### src/rtl/distortion_sched.sv
// distortion_sched
// Stereo gain/distortion scheduler. Each accepted sample pair is scaled by
// gainNum/gainDen through one shared 16x7 multiplier and one shared restoring
// divider, which serve the left and then the right channel. Each result is then
// clipped to 0.75 or 1.0 of full scale. The result appears 49 clocks after capture.
//
// Optional feature macro: DISTORTION_GAIN_RAMP_EN
//   When defined, the numerator actually used moves one step per accepted
//   sample from its reset value of 0 toward gainNum.
//
// Ports
//   clk                          : single rising-edge clock
//   reset                        : synchronous, active-high reset
//   sampleValid                  : one-cycle strobe marking a new stereo sample
//   leftSampleIn, rightSampleIn  : signed 16-bit input samples
//   gainNum, gainDen             : unsigned 7-bit gain numerator / denominator
//   threshold                    : 1 selects the 0.75 full-scale clip
//   leftSampleOut, rightSampleOut: registered processed samples
//   sampleReady                  : one-cycle pulse when the outputs update
//   busy                         : high whenever a sample is in flight
//   overflow                     : one-cycle pulse when a sampleValid is dropped
module distortion_sched (
  input  logic               clk,
  input  logic               reset,
  input  logic               sampleValid,
  input  logic signed [15:0] leftSampleIn,
  input  logic signed [15:0] rightSampleIn,
  input  logic        [6:0]  gainNum,
  input  logic        [6:0]  gainDen,
  input  logic               threshold,
  output logic signed [15:0] leftSampleOut,
  output logic signed [15:0] rightSampleOut,
  output logic               sampleReady,
  output logic               busy,
  output logic               overflow
);

  typedef enum logic [2:0] {IDLE, MUL_L, DIV_L, MUL_R, DIV_R, CLIP} state_t;

  localparam logic signed [23:0] ClipHiThr  = 24'sd24576;
  localparam logic signed [23:0] ClipLoThr  = -24'sd24577;
  localparam logic signed [23:0] ClipHiFull = 24'sd32767;
  localparam logic signed [23:0] ClipLoFull = -24'sd32768;

  state_t             state_q;
  logic signed [15:0] leftLat_q, rightLat_q;
  logic        [6:0]  numLat_q, denLat_q;
  logic               thrLat_q;
  logic        [22:0] quo_q;
  logic        [6:0]  rem_q;
  logic        [4:0]  bitCnt_q;
  logic               negLat_q, zeroLat_q;
  logic signed [23:0] resL_q, resR_q;
  logic signed [15:0] leftOut_q, rightOut_q;
  logic               ready_q, overflow_q;

  logic               [6:0]  gainSel_d;
  logic signed        [15:0] mulIn_d;
  logic signed        [23:0] product_d;
  logic               [22:0] prodMag_d;
  logic               [7:0]  shifted_d;
  logic                      fits_d;
  logic               [6:0]  diff_d;
  logic               [6:0]  remNext_d;
  logic               [22:0] quoNext_d;
  logic signed        [23:0] divResult_d;

`ifdef DISTORTION_GAIN_RAMP_EN
  logic [6:0] gainEff_q;
  assign gainSel_d = gainEff_q;
`else
  assign gainSel_d = gainNum;
`endif

  // Clamp a 24-bit result into the selected output range.
  function automatic logic signed [15:0] clipSample(input logic signed [23:0] v,
                                                    input logic thr);
    logic signed [23:0] hi, lo, r;
    hi = thr ? ClipHiThr : ClipHiFull;
    lo = thr ? ClipLoThr : ClipLoFull;
    if (v > hi)      r = hi;
    else if (v < lo) r = lo;
    else             r = v;
    return r[15:0];
  endfunction

  // The multiplier and one restoring-divider step are shared by both channels.
  // In MUL_R the multiplier reads the right sample; otherwise it reads the left.
  // When the divisor is zero, the division is skipped and the result saturates
  // in the direction of the product's sign.
  always_comb begin
    mulIn_d     = (state_q == MUL_R) ? rightLat_q : leftLat_q;
    product_d   = $signed({{8{mulIn_d[15]}}, mulIn_d}) * $signed({17'd0, numLat_q});
    prodMag_d   = product_d[23] ? 23'(-product_d) : 23'(product_d);
    shifted_d   = {rem_q, quo_q[22]};
    fits_d      = (shifted_d >= {1'b0, denLat_q});
    diff_d      = 7'(shifted_d - {1'b0, denLat_q});
    remNext_d   = fits_d ? diff_d : shifted_d[6:0];
    quoNext_d   = {quo_q[21:0], fits_d};
    divResult_d = negLat_q ? -$signed({1'b0, quoNext_d}) : $signed({1'b0, quoNext_d});
    if (denLat_q == 7'd0) begin
      if (zeroLat_q)     divResult_d = 24'sd0;
      else if (negLat_q) divResult_d = ClipLoFull;
      else               divResult_d = ClipHiFull;
    end
  end

  // Main sequencer. The dividend is loaded in a MUL state. The divider then runs
  // for 23 quotient bits, most significant bit first; the last step stores the
  // signed channel result. While the FSM is not IDLE, a new sampleValid is dropped
  // and flagged as overflow.
  always_ff @(posedge clk) begin
    if (reset) begin
      state_q    <= IDLE;
      leftLat_q  <= '0;
      rightLat_q <= '0;
      numLat_q   <= '0;
      denLat_q   <= '0;
      thrLat_q   <= 1'b0;
      quo_q      <= '0;
      rem_q      <= '0;
      bitCnt_q   <= '0;
      negLat_q   <= 1'b0;
      zeroLat_q  <= 1'b0;
      resL_q     <= '0;
      resR_q     <= '0;
      leftOut_q  <= '0;
      rightOut_q <= '0;
      ready_q    <= 1'b0;
      overflow_q <= 1'b0;
`ifdef DISTORTION_GAIN_RAMP_EN
      gainEff_q  <= '0;
`endif
    end else begin
      ready_q    <= 1'b0;
      overflow_q <= sampleValid && (state_q != IDLE);
      case (state_q)
        IDLE: begin
          if (sampleValid) begin
            leftLat_q  <= leftSampleIn;
            rightLat_q <= rightSampleIn;
            numLat_q   <= gainSel_d;
            denLat_q   <= gainDen;
            thrLat_q   <= threshold;
            state_q    <= MUL_L;
`ifdef DISTORTION_GAIN_RAMP_EN
            if (gainEff_q < gainNum)      gainEff_q <= gainEff_q + 7'd1;
            else if (gainEff_q > gainNum) gainEff_q <= gainEff_q - 7'd1;
`endif
          end
        end
        MUL_L, MUL_R: begin
          quo_q     <= prodMag_d;
          rem_q     <= '0;
          bitCnt_q  <= '0;
          negLat_q  <= product_d < 0;
          zeroLat_q <= product_d == 24'sd0;
          state_q   <= (state_q == MUL_L) ? DIV_L : DIV_R;
        end
        DIV_L, DIV_R: begin
          quo_q    <= quoNext_d;
          rem_q    <= remNext_d;
          bitCnt_q <= bitCnt_q + 5'd1;
          if (bitCnt_q == 5'd22) begin
            if (state_q == DIV_L) begin
              resL_q  <= divResult_d;
              state_q <= MUL_R;
            end else begin
              resR_q  <= divResult_d;
              state_q <= CLIP;
            end
          end
        end
        CLIP: begin
          leftOut_q  <= clipSample(resL_q, thrLat_q);
          rightOut_q <= clipSample(resR_q, thrLat_q);
          ready_q    <= 1'b1;
          state_q    <= IDLE;
        end
        default: state_q <= IDLE;
      endcase
    end
  end

  assign leftSampleOut  = leftOut_q;
  assign rightSampleOut = rightOut_q;
  assign sampleReady    = ready_q;
  assign busy           = (state_q != IDLE);
  assign overflow       = overflow_q;

endmodule

### config.mk
export PLATFORM = sky130hd
export DESIGN_NAME = distortion_sched
export DESIGN_NICKNAME = d
export VERILOG_FILES = /design/src/rtl/distortion_sched.sv
export SDC_FILE = /design/constraint.sdc
export NUM_CORES = 1
export LEC_CHECK = 0
export CORE_MARGIN = 2
export CORE_UTILIZATION = 60
export DETAILED_ROUTE_END_ITERATION = 6
export MAX_ROUTING_LAYER = met4
export PLACE_DENSITY_LB_ADDON = 0.3
export SYNTH_ARGS = -nofsm -noshare
export SYNTH_HDL_FRONTEND = slang
export SYNTH_SLANG_ARGS = --single-unit
### constraint.sdc
create_clock -name clk -period 13.75 [get_ports clk]
set_input_delay 2.75 -clock clk [delete_from_list [all_inputs] [get_ports clk]]
set_output_delay 2.75 -clock clk [all_outputs]
set_load 0.01 [all_outputs]
==> impl_results.md <==
* Synth Flop Type: dfxtp_1
* Worst Setup Path Type: flip-flop to flip-flop
* First-pass GRT wire length at 53.27 mm
* Post-synthesis register bit count at about 170
* Die width at 154.4 um
* Fmax at between 100 and 150 MHz
* Avg Cell Area, Syn at 8.284 um^2
* CTS tree: yes
* Reg2Reg Launch Point: state_q[0]$_SDFFE_PP0P_
* Crit path time final at ~7.3 ns
* Layout area overhead at 11.24%
* Most frequent cells in the layout: inv_1, dfxtp_1, nand2_1, a21oi_1, nor2_1
* Vias in the first global route at 11,057
* Worst hold slack at ~0.46 ns
* Mapped cell area at between 10,000 and 15,000 um^2
* Peak supply drop at 0.07437 mV
* FF-to-FF End: zeroLat_q$_SDFFE_PP0N_
* Die footprint at approximately 24,000 um^2
* CORE AREA at ~22,000 um^2
* Worst setup SP type: flip-flop
* Layout Cell Area excl Fill at between 15,000 and 20,000 um^2
* # clock sinks at 169
* Postcts setup bufs at 0
* Nets at ~1,900
* Initial core utilization at around three fifths
* Max-cap viol count at 0
* Hpwl dp at ~24 mm
* Count of hold-fix buffers inserted at cts at 0
* Combinational Power Share at around 30%
* Clk pwr share at between 30% and 40%
* CP endpoint kind: flip-flop
* # DRC at 0
* Yosys warns at 0
* Crit path cell chain: nand3b_1 -> mux2i_1 -> nor2b_1 -> fa_1 -> fa_1 -> inv_1 -> fa_1 -> fa_1 -> inv_1 -> ha_1 -> o211ai_1 -> o21ai_1 -> a21oi_1 -> o31ai_1 -> xor2_1 -> nor3_1 -> nand3_2 -> nor4_1 -> nand3_1 -> a21oi_1
* Final WS setup at between 6 and 7 ns
* Setup Skew at approximately 0.011 ns
* Setup-failing EPs final at 0
* WL final at roughly 32 mm
* Number of fill cells in the layout at around 1,800
* Slowest CP cell: mux2i_1
* Pwr dens at about 95 nW/um^2
* CTS H-tree depth at 4
* PostCTS Resize Cnt at 0
* Critical Path AT at 7.71 ns
* Slowest stage delay, CP at roughly 0.85 ns
* Pin count of the biggest net entering global routing at just over 90
* R2r setup slk at between 6 and 7 ns
* Cell Int Power at slightly above 0.9 mW
* P_leak at 6.358 nW
* Post-DP Area at 14,520 um^2
* I/O pin count at 85
* Hold Path Sink: leftLat_q[15]$_SDFFE_PP0P_
* Die Y at roughly 150 um
* Worst-path clk slew at 0.07 ns
* # port buffers at 84
* CTS root buffer: clkbuf_16
* Vias/cell at roughly 5.9
* Initial antenna violation count at 0
* Netlist cell types at 84
* Number of diodes at 0
* Setup WS pre-CTS at ~6.5 ns
* Most used cell, CP: fa_1
* Setup TNS at 0 ns
* DR pass1 iterations at 5
* Flop pwr share at between 30 and 40%
* DR iter-0 viols at between 700 and 800
* FFs w/ async S/R, synth at 0%
* Drt wl/cell at between 15 and 20 um
* Clock Path Buffers at 2
* Crit path max fanout at 17
* Count of pins over their slew limit at 0
* Slew Limit Headroom at a little under a fifth
* RSZ-0062 raised after global routing: no
* Net count after synthesis at ~1,900
* GR Util All Layers at between 20 and 30%
* Worst Path Required at 14.11 ns
* Worst-Margin Slew at approximately 1.2 ns
* Cell count after synthesis at between 1,500 and 2,000
* Sequential area share after synthesis at between 20% and 30%
* Worst Hold Depth at 2
* Final period util at a little over half
* Status: complete, no violations
* R2R cell count at 20
* Switching power of the nets at 0.5212 mW
* Vias at between 10,000 and 15,000
* Switching share of power at approximately 36%
* Row cnt at 55
* Clock Latency Late Sink at 0.44 ns
* Layout cell share with drive strength beyond 1 at approximately 4.7%
* Gpl congestion at approximately 0.95
* HP Class: flip-flop to flip-flop
* Final Hold Vio Count at 0
* Remaining antenna violation count at 0
* Num CTS Buffers at 17
* Min-delay src: leftLat_q[15]$_SDFFE_PP0P_
* EDFF count, synth at 0
* Grt total ovfl at 0
==> through the flow <==
| step | cells | power [mW] | util [%] |
|---|---|---|---|
| final | 1961 | 1.436 | 67.28 |
| after detailed placement | 1929 | 0.9635 | 64.70 |
| after floorplan | 1638 | 0.8603 | - |
| after global routing | 1961 | 1.507 | 67.28 |
| after global placement | 1929 | 0.9512 | 64.70 |
| after CTS | 1961 | 1.435 | 67.28 |
==> per-layer routing <==
metal	up-vias	GRT usage (%)	wire, um
met5	-	-	0
met4	0	10.89	950
met3	72	3.642	1179
met2	281	49.63	16410
met1	5545	32.41	13480
li1	5686	-	-
==> cells by family after synthesis <==
group,after synthesis,synth area share (%)
multiplexers,26,2.010
flip-flops,169,24.93
adder cells (fa/ha/maj),199,23.16
AO/OA/AOI/OAI,411,20.28
XOR/XNOR,39,2.656
buffers and inverters,259,7.275
AND/OR/NAND/NOR,535,19.69
==> worst max-delay path by stage <==
| stage | from | endpoint | slack, ns | cells past startpoint |
|---|---|---|---|---|
| 2_1_floorplan | state_q[2]$_SDFFE_PP0P_ | quo_q[22]$_SDFFE_PP0P_ | 7.28 | 24 |
| 3_3_place_gp | state_q[0]$_SDFFE_PP0P_ | quo_q[22]$_SDFFE_PP0P_ | 6.79 | 21 |
| 3_5_place_dp | state_q[0]$_SDFFE_PP0P_ | quo_q[22]$_SDFFE_PP0P_ | 6.50 | 20 |
| 5_1_grt | state_q[0]$_SDFFE_PP0P_ | zeroLat_q$_SDFFE_PP0N_ | 5.75 | 20 |
| 6_report | state_q[0]$_SDFFE_PP0P_ | zeroLat_q$_SDFFE_PP0N_ | 6.40 | 20 |
| 4_1_cts | state_q[0]$_SDFFE_PP0P_ | quo_q[22]$_SDFFE_PP0P_ | 6.47 | 20 |
==> cell type report <==
| type | instances | area [um^2] | area share, % |
|---|---|---|---|
| Tap cell | 285 | 356.6 | 2.362 |
| Clock inverter | 14 | 150.1 | 0.9947 |
| Sequential cell | 169 | 3383 | 22.41 |
| Clock buffer | 18 | 429.2 | 2.843 |
| Timing Repair Buffer | 96 | 928.4 | 6.151 |
| Multi-Input combinational cell | 1210 | 9213 | 61.03 |
| Inverter | 169 | 634.4 | 4.203 |
==> worst max-delay path: cells and delay by family, from the launching register on <==
family                     cells  cell delay (ns)
and+or+nand+nor                6             1.84
muxes                          1             0.85
buffers and inverters          2             0.09
adders and majority gates      5             2.43
DFF                            1             0.56
xor gates and xnor gates       1             0.17
AOI/OAI and AO/OA              5             1.35
==> state kept, by name, indices dropped and copies added (netlist names), 3 cells and up <==
signal and cells:
resR_q 24, rightSampleOut 16, leftLat_q 16, resL_q 24, state_q 3, bitCnt_q 5, leftSampleOut 16, denLat_q 7
numLat_q 7, quo_q 23, rem_q 7, rightLat_q 16
==> synth_stat cells (all sizes together), types with 14 or more instances <==
library cell | count | share of area [%]
o21ai | 28 | 1.0
and2 | 24 | 1.1
nand2 | 164 | 4.5
nand2b | 27 | 1.2
dfxtp | 169 | 25
clkbuf | 78 | 2.2
a221o | 14 | 1.0
xnor2 | 27 | 1.9
a22oi | 28 | 1.5
nor4 | 15 | 0.69
fa | 87 | 13
nor3 | 28 | 1.1
nor2 | 120 | 3.3
a211oi | 55 | 3.1
inv | 169 | 4.7
o22a | 15 | 0.97
nor2b | 69 | 3.2
a21oi | 163 | 6.0
a31oi | 16 | 0.74
mux2i | 19 | 1.4
ha | 112 | 10
nand3 | 26 | 1.0
==> power by group through the flow <==
| stage | logic, mW | clock network, mW | registers [mW] |
|---|---|---|---|
| global placement | 0.412 | 0 | 0.539 |
| detailed placement | 0.423 | 0 | 0.540 |
| global route | 0.478 | 0.497 | 0.532 |
| finish | 0.429 | 0.477 | 0.530 |
| CTS | 0.426 | 0.480 | 0.529 |
| floorplan | 0.330 | 0 | 0.530 |
Note: power is estimated with default switching activity, not from simulation.
